## src/rtl/inst_encoder.sv

```systemverilog
// RV32I instruction encoder: packs decoded fields into a 32-bit word, range-checks the
// immediate and queues results (including rejected requests) in a 2-entry output FIFO.
module inst_encoder #(
  parameter int unsigned DATA_WIDTH = 32,
  parameter int unsigned CNT_WIDTH  = 16
) (
  input  logic                  clk,
  input  logic                  reset_n,
  input  logic                  in_valid,
  output logic                  in_ready,
  input  logic [3:0]            in_class,
  input  logic [4:0]            in_rd,
  input  logic [4:0]            in_rs1,
  input  logic [4:0]            in_rs2,
  input  logic [2:0]            in_funct3,
  input  logic [6:0]            in_funct7,
  input  logic [DATA_WIDTH-1:0] in_imm,
  output logic                  out_valid,
  input  logic                  out_ready,
  output logic [31:0]           out_instr,
  output logic                  out_err,
  output logic [CNT_WIDTH-1:0]  enc_count,
  output logic [CNT_WIDTH-1:0]  err_count
);

  localparam logic [6:0] OpR      = 7'h33;
  localparam logic [6:0] OpOpImm  = 7'h13;
  localparam logic [6:0] OpLoad   = 7'h03;
  localparam logic [6:0] OpStore  = 7'h23;
  localparam logic [6:0] OpBranch = 7'h63;
  localparam logic [6:0] OpJalr   = 7'h67;
  localparam logic [6:0] OpJal    = 7'h6F;
  localparam logic [6:0] OpLui    = 7'h37;
  localparam logic [6:0] OpAuipc  = 7'h17;

  logic        fits12, fits13, fits21, shamt_ok, upper_ok, is_shift, funct7_ok;
  logic        enc_err;
  logic [31:0] enc_word, enc_instr;

  // An immediate fits N signed bits when every bit from N-1 upward equals the sign.
  assign fits12    = (&in_imm[DATA_WIDTH-1:11]) | ~(|in_imm[DATA_WIDTH-1:11]);
  assign fits13    = (&in_imm[DATA_WIDTH-1:12]) | ~(|in_imm[DATA_WIDTH-1:12]);
  assign fits21    = (&in_imm[DATA_WIDTH-1:20]) | ~(|in_imm[DATA_WIDTH-1:20]);
  assign shamt_ok  = ~(|in_imm[DATA_WIDTH-1:5]);
  assign upper_ok  = ((&in_imm[DATA_WIDTH-1:31]) | ~(|in_imm[DATA_WIDTH-1:31])) &&
                     (in_imm[11:0] == 12'd0);
  assign is_shift  = (in_funct3 == 3'b001) || (in_funct3 == 3'b101);
  assign funct7_ok = (in_funct7 == 7'h00) || (in_funct7 == 7'h20);

  always_comb begin
    enc_err  = 1'b0;
    enc_word = '0;
    case (in_class)
      4'd0: enc_word = {in_funct7, in_rs2, in_rs1, in_funct3, in_rd, OpR};
      4'd1: begin
        if (is_shift) begin
          enc_err  = !shamt_ok || !funct7_ok;
          enc_word = {in_funct7, in_imm[4:0], in_rs1, in_funct3, in_rd, OpOpImm};
        end else begin
          enc_err  = !fits12;
          enc_word = {in_imm[11:0], in_rs1, in_funct3, in_rd, OpOpImm};
        end
      end
      4'd2: begin
        enc_err  = !fits12;
        enc_word = {in_imm[11:0], in_rs1, in_funct3, in_rd, OpLoad};
      end
      4'd3: begin
        enc_err  = !fits12;
        enc_word = {in_imm[11:5], in_rs2, in_rs1, in_funct3, in_imm[4:0], OpStore};
      end
      4'd4: begin
        enc_err  = !fits13 || in_imm[0];
        enc_word = {in_imm[12], in_imm[10:5], in_rs2, in_rs1, in_funct3, in_imm[4:1],
                    in_imm[11], OpBranch};
      end
      4'd5: begin
        enc_err  = !fits12;
        enc_word = {in_imm[11:0], in_rs1, 3'b000, in_rd, OpJalr};
      end
      4'd6: begin
        enc_err  = !fits21 || in_imm[0];
        enc_word = {in_imm[20], in_imm[10:1], in_imm[11], in_imm[19:12], in_rd, OpJal};
      end
      4'd7: begin
        enc_err  = !upper_ok;
        enc_word = {in_imm[31:12], in_rd, OpLui};
      end
      4'd8: begin
        enc_err  = !upper_ok;
        enc_word = {in_imm[31:12], in_rd, OpAuipc};
      end
      default: enc_err = 1'b1;
    endcase
  end

  assign enc_instr = enc_err ? 32'd0 : enc_word;

  logic [1:0]           count_q;
  logic                 wr_ptr_q, rd_ptr_q, ready_q;
  logic [31:0]          instr_q [2];
  logic                 err_q   [2];
  logic [CNT_WIDTH-1:0] enc_cnt_q, err_cnt_q;
  logic                 push, pop;

  // ready_q keeps in_ready low during reset and for the first cycle after release.
  assign in_ready  = ready_q && (count_q != 2'd2);
  assign out_valid = (count_q != 2'd0);
  assign push      = in_valid && in_ready;
  assign pop       = out_valid && out_ready;
  assign out_instr = out_valid ? instr_q[rd_ptr_q] : 32'd0;
  assign out_err   = out_valid ? err_q[rd_ptr_q] : 1'b0;
  assign enc_count = enc_cnt_q;
  assign err_count = err_cnt_q;

  always_ff @(posedge clk or negedge reset_n) begin
    if (!reset_n) begin
      count_q    <= 2'd0;
      wr_ptr_q   <= 1'b0;
      rd_ptr_q   <= 1'b0;
      ready_q    <= 1'b0;
      instr_q[0] <= '0;
      instr_q[1] <= '0;
      err_q[0]   <= 1'b0;
      err_q[1]   <= 1'b0;
      enc_cnt_q  <= '0;
      err_cnt_q  <= '0;
    end else begin
      ready_q <= 1'b1;
      if (push) begin
        instr_q[wr_ptr_q] <= enc_instr;
        err_q[wr_ptr_q]   <= enc_err;
        wr_ptr_q          <= ~wr_ptr_q;
        if (enc_err) begin
          if (err_cnt_q != '1) err_cnt_q <= err_cnt_q + CNT_WIDTH'(1);
        end else begin
          if (enc_cnt_q != '1) enc_cnt_q <= enc_cnt_q + CNT_WIDTH'(1);
        end
      end
      if (pop) rd_ptr_q <= ~rd_ptr_q;
      case ({push, pop})
        2'b10:   count_q <= count_q + 2'd1;
        2'b01:   count_q <= count_q - 2'd1;
        default: ;
      endcase
    end
  end

endmodule

```

## config.mk

```make
export PLATFORM = sky130hd
export DESIGN_NAME = inst_encoder
export DESIGN_NICKNAME = d
export VERILOG_FILES = /design/src/rtl/inst_encoder.sv
export SDC_FILE = /design/constraint.sdc
export NUM_CORES = 1
export LEC_CHECK = 0
export ABC_AREA = 1
export ABC_CLOCK_PERIOD_IN_PS = 1900
export BUFFER_PORTS_ARGS = -buffer_cell sky130_fd_sc_hd__buf_2
export CORE_MARGIN = 8
export CORE_UTILIZATION = 50
export DETAILED_ROUTE_END_ITERATION = 16
export PLACE_DENSITY = 0.74
export SLEW_MARGIN = 20
export SYNTH_ARGS = -nofsm -noshare
export SYNTH_HDL_FRONTEND = slang
export SYNTH_SLANG_ARGS = --single-unit
```

## constraint.sdc

```tcl
create_clock -name clk -period 1.9 [get_ports clk]
set_input_delay 0.19 -clock clk [delete_from_list [all_inputs] [get_ports clk]]
set_output_delay 0.19 -clock clk [all_outputs]
set_load 0.02 [all_outputs]
```

Yosys cells after proc, flatten, opt, wreduce, memory -nomap -nowiden
Cells that the tools add are included.
Cells by class
  add/subtract/negate cells: 4
  magnitude comparators: 3
  eq/ne operators: 16
  muxes and demuxes: 20
  bitwise gates (word level): 11
  reductions and logical operators: 30
Operators by type and width (number)
  $pmux W32 S9: 1
  $mux W32: 7
  $bwmux W64: 1
  $add A16 B1 Y16 const B: 2
  $demux W32 S1: 1
  $ne A16 B16 Y1 const B: 2
  $reduce_or A27 Y1: 1
  $reduce_and A21 Y1: 1
  $reduce_or A21 Y1: 1
  $reduce_and A20 Y1: 1
  $reduce_or A20 Y1: 1
  $eq A4 B3 Y1 const B: 4
  $logic_not A12 Y1: 1
  $reduce_and A12 Y1: 1
  $reduce_or A12 Y1: 1
  $eq A4 B2 Y1 const B: 2
  $eq A7 B6 Y1 const B: 1
  $logic_not A7 Y1: 1
  $mux W1: 6
  $not A1 Y1: 6
  $pmux W1 S6: 1
  $reduce_and A3 Y1: 2
  $logic_not A1 Y1: 5
  $logic_or A1 B1 Y1: 5
  other kinds (21): 29
Word-level totals
  register bits after elaboration: 103
  input bits: 65
  output and inout bits: 67
  logic and storage cells: 94

Logic depth before layout (Yosys ltp)
  depth in word-level cells: 8
  mapped depth: 14
  depth with buffers taken out: 13

Least setup slack after synthesis
Ideal clock, no wire load.
  path type: flip-flop to flip-flop
  start point: reg err_cnt_q[0], in the netlist err_count[0]
  end point: reg err_cnt_q[14], in the netlist err_count[14]
  setup time: 0.117 ns
  data arrival time: 1.871 ns
  data required time: 1.783 ns
  slack: -0.088 ns
  cell stages (with the launch flop): 12
  path buffers: 0
  clock period less this slack: 1.988 ns
  cell sequence: dfrtp_1 ha_1 nand2_1 nor2_2 nand3_1 nor2_1 nand2_1 or2_2 nor3_1 nand3_1 nand2_1 nand2_1
Between the ends
  cells in the longest elaborated chain, start to end: 2
  elaborated cells on any way between the ends: 3
  classes of those cells: 1 x add/sub; 1 x eq/ne; 1 x reduce/logical
RTL lines
  start, declared: RTL line 103  | logic [CNT_WIDTH-1:0] enc_cnt_q, err_cnt_q;
  start signal, assigned: RTL line 135  | if (err_cnt_q != '1) err_cnt_q <= err_cnt_q + CNT_WIDTH'(1);
  branches (longest 2 deep; another with $add A16 B1 Y16)
Several ways; the timed one is not identified.
A chain may end at the register's enable or synchronous reset.

Worst setup path after layout
Same ends and word-level chain as after synthesis.

==> flow_summary.toml <==
[clocking]
htree_levels = 3
cts_tree = "yes"
cts_root_buf = "clkbuf_16"
cts_sinks = 101
clk_pin_slew_ns = 0.07
numCtsBuffers = 9
cts_max_path_buffers = 2
clk_latency_ns = 0.34

[die]
core_um2 = 11900
initial_core_util = 0.506
die_w_um = 126
die_h_um = 126
num_io_pins = 132
die_area_um2 = 15800
fp-row-count = 40

[synth]
netlist_instances = 849
syn_area_um2 = 6030
yosysWarnings = 0
syn_nets = 917
syn_avg_cell_area_um2 = 7.10
synth_edf_count = 0
synth_flop_cell = "dfrtp_1"
ys_async_sr_fraction = 1.00
ys_ff_latch = 101
synth_cell_type_count = 38
ys_seq_area_frac = 0.419

[sta]
hold_viol = 0
worst_pin_slew_ns = 0.572
fmax_mhz = 542
period_share = 0.971
timing.slew.headroom = 0.615
whs_ns = 0.234
maxSlewViolCount = 0
skew_ns = 0.00637
setup_viol = 0
tns_ns = 0
period_needed_ns = 1.84

[setup_path]
arrival_ns = 2.07
reg2reg_slack_ns = 0.06
crit_fanout = 3
slowest_delay_ns = 0.39
crit_chain = "ha_4, nand2_2, nor2_4, nand3_2, nor2_4, nand2_1, or2_4, nor3_4, nand3_1, nand2_1, nand2_1"
regToRegEndpoint = "err_count[14]$_DFFE_PN0P_"
cp_common_cell = "nand2_1"
worstReg2RegStart = "err_count[0]$_DFFE_PN0P_"
end_kind = "flip-flop"
r2r_cells = 11
start_kind = "flip-flop"
cp_slowest_cell = "dfrtp_2"
path_class = "flip-flop to flip-flop"
cp_data_required_time_ns = 2.13

[finish]
drive_gt1_frac = 0.231
num_antenna_cells = 0
design_area_um2 = 7490
layout_common_cells = "nand2_1, buf_2, dfrtp_1, inv_1, nor2_1"
area_growth_pct = 24.3
final_common_cell = "nand2_1"
stdcell_count = 1148
fillers = 1087
nets = 1064

[detailed_routing]
drt_first_pass_iters = 5
initialDrtViolationCount = 455
vias_per_cell = 5.34
num_vias = 6136
routed_wl_mm = 17.5
drc_errors = 0
wire_per_inst_um = 15.2
drtAntennaViolNets = 0

[placement]
gp_congestion = 0.956
place_inst = 1129
port_buffers = 131
hpwl_mm = 12.9
placed_area_um2 = 7060

[pwr]
switching_share = 0.382
p_sw_uw = 3110
power_uw = 8140
powerDensity_nw_per_um2 = 1090
internal_power_uw = 5030
combPwrFrac = 0.374
power_frac_seq = 0.371
peakVddDrop_mv = 0.482
clkPwrFrac = 0.255
leakage_uw = 0.00383

[global_routing]
grt_remaining_overflow = 0
grt_max_degree = 63
grt.total_usage = 0.217
grt_pass1_vias = 5816
antenna_found_initial = 0
grt_pass1_wl_mm = 28.5

[outcome]
outcome = "complete, no violations"

[worst_hold_path]
whs_path_depth = 4
min-delay-start = "out_ready"
min_to = "rd_ptr_q$_DFFE_PN0P_"
hold_path.class = "primary input to flip-flop"

[job]
maxCapViolations = 0
-- cells in the mapped netlist, types with 5 or more instances --
library cell  count  area, um2
inv_1            72        270
clkbuf_1         26       97.6
inv_2             5       18.8
nand2_1         309       1160
o21ai_1          41        205
nor2_1           50        188
nor3_1           11       55.1
nand4_1          39        244
a22oi_1           9       67.6
dfrtp_1         101       2530
o21ai_0          38        190
a21oi_1          38        190
xnor2_1           6       52.6
nor2_2            5       31.3
xor2_1           17        149
nand3_1          35        175
buf_4             5       37.5
-- kinds of logic (layout without fill, tap and decap cells) --
logic type / after synthesis / count (layout) / share of synthesized area
adder cells (fa/ha/maj): 3 / 3 / 0.00623
XOR/XNOR: 23 / 23 / 0.0334
AO/OA/AOI/OAI: 140 / 140 / 0.126
flip-flops: 101 / 101 / 0.419
other: 1 / 1 / 0.000622
buffers and inverters: 115 / 267 / 0.0801
AND/OR/NAND/NOR: 466 / 466 / 0.334
-- registers in the layout, indices dropped and copies added (netlist names) --
register	flops
instr_q	62
rd_ptr_q	1
count_q	2
enc_count	16
ready_q	1
err_q	2
wr_ptr_q	1
err_count	16
-- metrics by stage --
stage / worst slack [ns] / util
floorplan: 0.0180 / -
global placement: -0.0638 / 0.592
detailed placement: -0.117 / 0.592
CTS: 0.0172 / 0.622
global route: -0.0552 / 0.629
finish: 0.0558 / 0.629
-- layout make-up --
class	count	area (um2)	area share
clock buffers	9	225	0.0301
inverters	77	289	0.0386
well taps	147	184	0.0245
flip-flops and latches	101	2530	0.338
repair buffers	174	1060	0.141
clock inverters	7	114	0.0152
multi-input cells	633	3090	0.412
-- routing by layer --
metal,vias to the layer above,GRT usage,part of all wire
li1,3044,-,-
met1,2855,0.304,0.46
met2,217,0.330,0.45
met3,20,0.0464,0.067
met4,0,0.0658,0.016
met5,-,0,0
-- critical path: cells and delay by family, from the launching register on --
family        cells  cell delay (ns)
fa+ha+maj         1             0.15
simple gates     10             1.18
flops             1             0.39
-- repair_timing --
action                     in CTS  in global routing
hold endpoints to repair       27                  0
resized for setup               1                 15
hold buffers                    1                  0
pin swaps                       0                  3
setup buffers                   0                  2
setup endpoints to repair       1                 22
-- power groups by stage --
stage | Sequential, uW | Combinational (uW) | Clock, uW
floorplan | 3050 | 1850 | 0
global placement | 3000 | 2980 | 0
detailed placement | 3020 | 3010 | 0
CTS | 2990 | 3030 | 2110
global route | 3090 | 3340 | 2200
finish | 3020 | 3040 | 2080
-- worst max path at each step --
stage	startpoint	to	slack, ns
2_1_floorplan	err_count[0]$_DFFE_PN0P_	err_count[14]$_DFFE_PN0P_	0.02
3_3_place_gp	in_class[3]	instr_q[11]$_DFFE_PN0P_	-0.06
3_5_place_dp	in_class[3]	instr_q[11]$_DFFE_PN0P_	-0.12
4_1_cts	err_count[1]$_DFFE_PN0P_	err_count[14]$_DFFE_PN0P_	0.02
5_1_grt	err_count[0]$_DFFE_PN0P_	err_count[14]$_DFFE_PN0P_	-0.06
6_report	err_count[0]$_DFFE_PN0P_	err_count[14]$_DFFE_PN0P_	0.06
Note: power is estimated with default switching activity, not from simulation.
